===== src/rtl/wb_pipe_master.sv =====
// ---------------------------------------------------------------------------
// wb_pipe_master
//
// Wishbone B4 pipelined bus initiator. Turns a valid/ready request stream
// into pipelined STB/STALL/ACK bus transactions, keeps several transactions
// in flight, and returns one response per accepted request in request
// order. A watchdog aborts the bus cycle when the slave stops making
// progress, completing every pending request with an error response.
//
// Ports:
//   clk, rst_n          clock, synchronous active-low reset
//   req_valid/ready     request handshake (accept on valid & ready)
//   req_write           1 = write, 0 = read
//   req_addr            word address
//   req_wdata           write data
//   req_byteenable      byte selects
//   rsp_valid           one-cycle response pulse, in request order
//   rsp_write           response belongs to a write
//   rsp_err             response produced by a timeout abort
//   rsp_rdata           read data (0 for writes and errors)
//   wb_*_o / wb_*_i     Wishbone B4 pipelined master interface
// ---------------------------------------------------------------------------
module wb_pipe_master #(
    parameter int AW              = 24,
    parameter int DW              = 16,
    parameter int MAX_OUTSTANDING = 4,
    parameter int TIMEOUT         = 1024
) (
    input  logic            clk,
    input  logic            rst_n,
    input  logic            req_valid,
    output logic            req_ready,
    input  logic            req_write,
    input  logic [AW-1:0]   req_addr,
    input  logic [DW-1:0]   req_wdata,
    input  logic [DW/8-1:0] req_byteenable,
    output logic            rsp_valid,
    output logic            rsp_write,
    output logic            rsp_err,
    output logic [DW-1:0]   rsp_rdata,
    output logic            wb_cyc_o,
    output logic            wb_stb_o,
    output logic            wb_we_o,
    output logic [AW-1:0]   wb_adr_o,
    output logic [DW-1:0]   wb_dat_o,
    output logic [DW/8-1:0] wb_sel_o,
    input  logic [DW-1:0]   wb_dat_i,
    input  logic            wb_ack_i,
    input  logic            wb_stall_i
);

    localparam int PW = $clog2(MAX_OUTSTANDING);
    localparam int CW = $clog2(MAX_OUTSTANDING + 1);
    localparam int TW = $clog2(TIMEOUT + 1);

    typedef enum logic [1:0] {
        IDLE,
        ACTIVE,
        ABORT
    } FsmState;

    FsmState                r_state;
    FsmState                w_nextState;

    logic [MAX_OUTSTANDING-1:0] r_typeFifo;
    logic [PW-1:0]          r_wrPtr;
    logic [PW-1:0]          r_rdPtr;
    logic [CW-1:0]          r_fifoCount;
    logic [CW-1:0]          r_outCnt;
    logic [TW-1:0]          r_tmoCnt;

    logic                   r_stb;
    logic                   r_we;
    logic [AW-1:0]          r_adr;
    logic [DW-1:0]          r_dat;
    logic [DW/8-1:0]        r_sel;

    logic                   r_rspValid;
    logic                   r_rspWrite;
    logic                   r_rspErr;
    logic [DW-1:0]          r_rspRdata;

    logic                   w_accept;
    logic                   w_issue;
    logic                   w_validAck;
    logic                   w_abortPop;
    logic                   w_pop;
    logic                   w_fifoEmpty;
    logic                   w_fifoFull;
    logic                   w_fifoHead;
    logic [CW-1:0]          w_countNext;
    logic                   w_tmoExpired;
    logic                   w_enterAbort;

    // The FIFO occupancy covers both the request waiting in the issue
    // register and everything already on the bus, so "full" throttles the
    // request side to MAX_OUTSTANDING in total. req_ready only looks at
    // registered state plus stall, never at ack.
    assign w_fifoEmpty  = (r_fifoCount == '0);
    assign w_fifoFull   = (r_fifoCount == CW'(MAX_OUTSTANDING));
    assign w_fifoHead   = r_typeFifo[r_rdPtr];
    assign req_ready    = rst_n & (r_state != ABORT) & ~w_fifoFull & (~r_stb | ~wb_stall_i);
    assign w_accept     = req_valid & req_ready;
    assign w_issue      = r_stb & ~wb_stall_i;
    // An ack with nothing already issued is spurious, which also means an
    // ack can never complete the transaction being issued this same cycle.
    assign w_validAck   = wb_ack_i & (r_outCnt != '0) & (r_state == ACTIVE);
    assign w_abortPop   = (r_state == ABORT) & ~w_fifoEmpty;
    assign w_pop        = w_validAck | w_abortPop;
    assign w_countNext  = r_fifoCount + CW'(w_accept) - CW'(w_pop);
    assign w_tmoExpired = (r_tmoCnt == TW'(TIMEOUT - 1)) & ~w_fifoEmpty & ~w_issue & ~w_validAck;
    assign w_enterAbort = (r_state == ACTIVE) & (w_nextState == ABORT);

    assign wb_cyc_o  = r_stb | (r_outCnt != '0);
    assign wb_stb_o  = r_stb;
    assign wb_we_o   = r_we;
    assign wb_adr_o  = r_adr;
    assign wb_dat_o  = r_dat;
    assign wb_sel_o  = r_sel;
    assign rsp_valid = r_rspValid;
    assign rsp_write = r_rspWrite;
    assign rsp_err   = r_rspErr;
    assign rsp_rdata = r_rspRdata;

    // State register for the bus-cycle controller.
    always_ff @(posedge clk) begin
        if (!rst_n) begin
            r_state <= IDLE;
        end else begin
            r_state <= w_nextState;
        end
    end

    // Next-state logic. ACTIVE and ABORT both fall back to IDLE once the
    // type FIFO drains; ACTIVE escapes to ABORT when the watchdog expires.
    always_comb begin
        w_nextState = r_state;
        case (r_state)
            IDLE: begin
                if (w_accept) begin
                    w_nextState = ACTIVE;
                end
            end
            ACTIVE: begin
                if (w_countNext == '0) begin
                    w_nextState = IDLE;
                end else if (w_tmoExpired) begin
                    w_nextState = ABORT;
                end
            end
            ABORT: begin
                if (w_countNext == '0) begin
                    w_nextState = IDLE;
                end
            end
            default: w_nextState = IDLE;
        endcase
    end

    // Type FIFO holding the we bit of every accepted request, so responses
    // can be tagged read/write in order even when the bus cycle is aborted.
    always_ff @(posedge clk) begin
        if (!rst_n) begin
            r_typeFifo  <= '0;
            r_wrPtr     <= '0;
            r_rdPtr     <= '0;
            r_fifoCount <= '0;
        end else begin
            if (w_accept) begin
                r_typeFifo[r_wrPtr] <= req_write;
                r_wrPtr             <= r_wrPtr + PW'(1);
            end
            if (w_pop) begin
                r_rdPtr <= r_rdPtr + PW'(1);
            end
            r_fifoCount <= w_countNext;
        end
    end

    // Issue register. A new request may be loaded whenever the current one
    // issues (or none is pending), which gives back-to-back strobes; while
    // stalled everything is held. An abort wipes the pending request.
    always_ff @(posedge clk) begin
        if (!rst_n) begin
            r_stb <= 1'b0;
            r_we  <= 1'b0;
            r_adr <= '0;
            r_dat <= '0;
            r_sel <= '0;
        end else if (w_enterAbort) begin
            r_stb <= 1'b0;
            r_we  <= 1'b0;
            r_adr <= '0;
            r_dat <= '0;
            r_sel <= '0;
        end else if (w_accept) begin
            r_stb <= 1'b1;
            r_we  <= req_write;
            r_adr <= req_addr;
            r_dat <= req_wdata;
            r_sel <= req_byteenable;
        end else if (w_issue) begin
            r_stb <= 1'b0;
        end
    end

    // Count of transactions issued on the bus but not yet acknowledged.
    always_ff @(posedge clk) begin
        if (!rst_n) begin
            r_outCnt <= '0;
        end else if (w_enterAbort) begin
            r_outCnt <= '0;
        end else begin
            r_outCnt <= r_outCnt + CW'(w_issue) - CW'(w_validAck);
        end
    end

    // Watchdog: counts consecutive cycles with work pending but neither an
    // issue nor an ack, covering both an endless stall and a lost ack.
    always_ff @(posedge clk) begin
        if (!rst_n) begin
            r_tmoCnt <= '0;
        end else if ((r_state != ACTIVE) || w_issue || w_validAck || w_fifoEmpty) begin
            r_tmoCnt <= '0;
        end else begin
            r_tmoCnt <= r_tmoCnt + TW'(1);
        end
    end

    // Registered response stage: one cycle after a valid ack, or one per
    // popped entry while flushing the FIFO with error responses in ABORT.
    always_ff @(posedge clk) begin
        if (!rst_n) begin
            r_rspValid <= 1'b0;
            r_rspWrite <= 1'b0;
            r_rspErr   <= 1'b0;
            r_rspRdata <= '0;
        end else if (w_abortPop) begin
            r_rspValid <= 1'b1;
            r_rspWrite <= w_fifoHead;
            r_rspErr   <= 1'b1;
            r_rspRdata <= '0;
        end else if (w_validAck) begin
            r_rspValid <= 1'b1;
            r_rspWrite <= w_fifoHead;
            r_rspErr   <= 1'b0;
            r_rspRdata <= w_fifoHead ? '0 : wb_dat_i;
        end else begin
            r_rspValid <= 1'b0;
            r_rspWrite <= 1'b0;
            r_rspErr   <= 1'b0;
            r_rspRdata <= '0;
        end
    end

endmodule


===== config.mk =====
export PLATFORM = sky130hd
export DESIGN_NAME = wb_pipe_master
export DESIGN_NICKNAME = d
export VERILOG_FILES = /design/src/rtl/wb_pipe_master.sv
export SDC_FILE = /design/constraint.sdc
export NUM_CORES = 1
export LEC_CHECK = 0
export BUFFER_PORTS_ARGS = -buffer_cell sky130_fd_sc_hd__buf_2
export CAP_MARGIN = 15
export CORE_UTILIZATION = 31
export CTS_CLUSTER_SIZE = 12
export DETAILED_ROUTE_END_ITERATION = 6
export GPL_TIMING_DRIVEN = 0
export SLEW_MARGIN = 30
export SYNTH_ARGS = -nofsm -noshare
export SYNTH_HDL_FRONTEND = slang
export SYNTH_SLANG_ARGS = --single-unit

===== constraint.sdc =====
create_clock -name clk -period 3.4 [get_ports clk]
set_input_delay 0.34 -clock clk [delete_from_list [all_inputs] [get_ports clk]]
set_output_delay 0.34 -clock clk [all_outputs]
set_load 0.02 [all_outputs]

==> impl_metrics.py <==
metrics = {
    "outcome": {
        "status": "finished, final reports clean",
    },
    "placement": {
        "placed_area_um2": 4205,
        "gp_congestion": 0.7348,
        "portBuffers": 128,
        "hpwlAfterDp_um": 5901,
        "placedCellCount": 640,
    },
    "sta": {
        "rsz0062_at_grt": "no",
        "period_needed_ns": 3.186,
        "period_share_pct": 93.70,
        "setup_viol": 0,
        "finalSetupTns_ns": 0,
        "max_freq_mhz": 313.9,
        "slew_headroom_pct": 61.30,
        "hold_viol": 0,
        "skew_ns": 0.01244,
        "drv_slew": 0,
        "max_slew.worst_pin.slew_ns": 0.5752,
    },
    "synthesis": {
        "synth_enable_flop_cells": 0,
        "synth_compound_area_share_pct": 11.39,
        "yosys-mux-area-fraction_pct": 0.6635,
        "synth_area_leaders": "dfxtp_1 53%, nand2_1 11%, a21oi_1 7.7%",
        "yosysSeqAreaShare_pct": 53.08,
        "netlist_area_um2": 3395,
        "synth_nets": 451,
        "ys_async_sr_fraction_pct": 0,
        "synth_xor_xnor_area_share_pct": 3.244,
        "yosys.area_share.adder_pct": 4.497,
        "synth_simple_gate_area_share_pct": 22.45,
        "syn_inst": 376,
        "ys_seq_elements": 90,
        "synth_area_per_cell_um2": 9.028,
        "synth_top_area_share_pct": 53.08,
        "synth_top_family_by_area": "simple AND/OR/NAND/NOR gates",
        "synthTopCellsByCount": "100 x nand2_1, 90 x dfxtp_1, 52 x a21oi_1",
        "yosysMostFrequentCell": "nand2_1",
        "ys_types": 42,
        "yosysWarnings": 0,
        "yosys.area.top_type": "dfxtp_1",
        "synth_top_flop_cell": "dfxtp_1",
    },
    "die": {
        "core_um2": 10460,
        "die_area_um2": 11370,
        "die_h_um": 106.6,
        "rows": 37,
        "chipWidth_um": 106.6,
        "pin_count": 129,
        "start_util_pct": 32.44,
    },
    "cts": {
        "cts_inserted_buffers": 9,
        "hold_buffers": 0,
        "clock-sinks": 90,
        "max-clock-path-buffers": 2,
        "post-cts-setup-buffer-count": 0,
        "htreeDepth": 3,
        "cts_tree": "done",
        "clock_latency_ns": 0.36,
        "clk_pin_slew_ns": 0.09,
        "cts-root-buf": "clkbuf_8",
    },
    "finish": {
        "final_cell_area_um2": 4400,
        "final_cells": 654,
        "syn_to_final_growth_pct": 29.64,
        "drive_above_1_share_pct": 32.43,
        "n_fill_cell": 1101,
        "final_nets": 589,
        "antennaDiodeCount": 0,
    },
    "global_routing": {
        "top_usage_layer": "met2",
        "grt_pass1_vias": 2754,
        "globalRouteMet1Util_pct": 15.43,
        "grt.total_usage_pct": 13.81,
        "antenna_found_initial": 0,
        "grt_pass1_wl_um": 12390,
        "grtUsageMet2_pct": 24.29,
        "grt_max_degree": 16,
        "gr-total-overflow": 0,
        "grtUsageMet3_pct": 3.708,
    },
    "setup_path": {
        "cp_cell_sequence": "or3b_1 > and4_1 > buf_4 > inv_8 > ha_1 > inv_1 > ha_1 > inv_1 > fa_1 > xnor3_1 > nand3b_1 > a31o_2 > buf_6 > buf_6 > a21oi_1",
        "crit_slowest_cell": "or3b_1",
        "end_kind": "register",
        "path_max_fanout": 12,
        "cp_top_family": "simple AND/OR/NAND/NOR gates",
        "worst-path-buf-inv": 6,
        "cp.arrival_ns": 3.48,
        "critPathKind": "reg -> reg",
        "critPathMaxStageDelay_ns": 0.39,
        "crit_path_start_kind": "register",
        "crit_required_ns": 3.70,
    },
    "power": {
        "leakagePower_nw": 1.985,
        "pwr-share-comb_pct": 18.6,
        "clockPowerShare_pct": 29.2,
        "ir_drop_v": 0.0001677,
        "internal_power_w": 0.001545,
        "share_seq_of_total_power_pct": 52.2,
        "switching_share_pct": 29.80,
        "cellPowerDensity_nw_per_um2": 500.2,
        "p_sw_w": 0.0006558,
    },
    "detailed_routing": {
        "post_drt_wl_per_cell_um": 11.88,
        "drt_first_iter_violations": 115,
        "avgViaCountPerCell": 4.509,
        "dr.pass1.iters": 4,
        "detail-route-antenna-nets": 0,
        "drc": 0,
        "wirelength_um": 7768,
        "num_vias": 2949,
    },
    "worst_hold_path": {
        "hp-class": "in -> reg",
    },
    "job": {
        "drv_cap": 0,
    },
}
==> final timing paths <==
| check | from | endpoint | slack [ns] | cells after the start |
|---|---|---|---|---|
| worst max-delay path | r_fifoCount[0]$_SDFF_PN0_ | wb_dat_o[3]$_SDFFE_PP0P_ | 0.21 | 15 |
| worst min-delay path | wb_dat_i[10] | rsp_rdata[10]$_SDFF_PP0_ | 0.18 | 2 |
| worst max register to register | r_fifoCount[0]$_SDFF_PN0_ | wb_dat_o[3]$_SDFFE_PP0P_ | 0.21 | 15 |
| worst min register to register | wb_adr_o[8]$_SDFFE_PP0P_ | wb_adr_o[8]$_SDFFE_PP0P_ | 0.45 | 2 |
==> what timing repair did <==
| action | in CTS | in global routing |
|---|---|---|
| pin swaps | 0 | 1 |
| setup endpoints to repair | 40 | 44 |
| hold endpoints to repair | 0 | 0 |
| gates resized for setup | 1 | 9 |
==> cell families (layout without fill, tap and decap cells) <==
family          after synthesis  in the layout
simple gates                168            168
flops                        90             90
compound gates               65             65
buf+inv                      30            172
fa+ha+maj                    11             11
xor+xnor                     11             11
mux                           1              1
==> power by group through the flow <==
stage	Sequential [W]	Clock (W)	Combinational [W]
CTS	0.00115	0.000669	0.000403
finish	0.00115	0.000644	0.000409
global route	0.00116	0.000714	0.000454
detailed placement	0.00117	0	0.000402
floorplan	0.00121	0	0.000223
global placement	0.00117	0	0.000395
==> worst register-to-register path, delay by kind of cell (launching register included) <==
kind,cells,cell delay [ns]
XOR/XNOR,1,0.24
AO/OA/AOI/OAI,2,0.38
flip-flops,1,0.34
AND/OR/NAND/NOR,3,0.75
adder cells (fa/ha/maj),3,0.73
buffers and inverters,6,0.69
==> sequential cells by signal, summed over array words and instances (netlist names) <==
register and count:
r_fifoCount 3, r_outCnt 3, r_rdPtr 2, r_state 2, r_tmoCnt 11, r_typeFifo 4
r_wrPtr 2, rsp_err 1, rsp_rdata 16, rsp_valid 1, rsp_write 1, wb_adr_o 24
wb_dat_o 16, wb_sel_o 2, wb_stb_o 1, wb_we_o 1
==> layer usage <==
layer / wire length, um / part of all wire [%] / vias to the layer above
li1: - / - / 1507
met1: 3334 / 43 / 1337
met2: 3780 / 49 / 90
met3: 497 / 6.4 / 15
met4: 155 / 2.0 / 0
met5: 0 / 0 / -
==> placed cells by master (no fill, tap or decap), types with 3 or more instances in the layout <==
cell        Yosys  layout
nor3_1          4       4
ha_1            9       9
a31o_2          5       5
nand2_1       100     100
dfxtp_1        90      88
clkbuf_8        0       9
xor2_1          6       6
clkbuf_1        6       6
nand4_1         3       3
buf_6           4       4
and2_1         17      17
nor2b_1         3       3
and3_1          5       5
buf_2           4     130
inv_1          10      10
a21oi_1        52      52
xnor2_1         4       4
nor2_1         21      21
clkinvlp_4      0       3
buf_4           3       4
==> per-stage QoR <==
step / total power [W] / utilization (%) / setup WS [ns] / hold slack [ns]
after floorplan: 0.001437 / - / 0.3823 / 0.4264
after global placement: 0.001564 / 40.19 / -0.01887 / 0.4387
after detailed placement: 0.001575 / 40.19 / -0.1312 / 0.4428
after CTS: 0.002220 / 41.78 / 0.004146 / 0.1683
after global routing: 0.002325 / 42.06 / 0.01015 / 0.1692
final: 0.002201 / 42.06 / 0.2142 / 0.1787
==> final cells by class <==
| cell class | count | area [um2] | area share (%) |
|---|---|---|---|
| repair buffers | 128 | 640.6 | 14.56 |
| clock inverters | 6 | 45.04 | 1.024 |
| well taps | 136 | 170.2 | 3.867 |
| plain buffers | 17 | 111.4 | 2.531 |
| inverters | 12 | 52.55 | 1.194 |
| flip-flops and latches | 90 | 1804 | 41.00 |
| multi-input cells | 256 | 1453 | 33.01 |
| clock buffers | 9 | 123.9 | 2.815 |
Power figures use the tool's default switching activity.
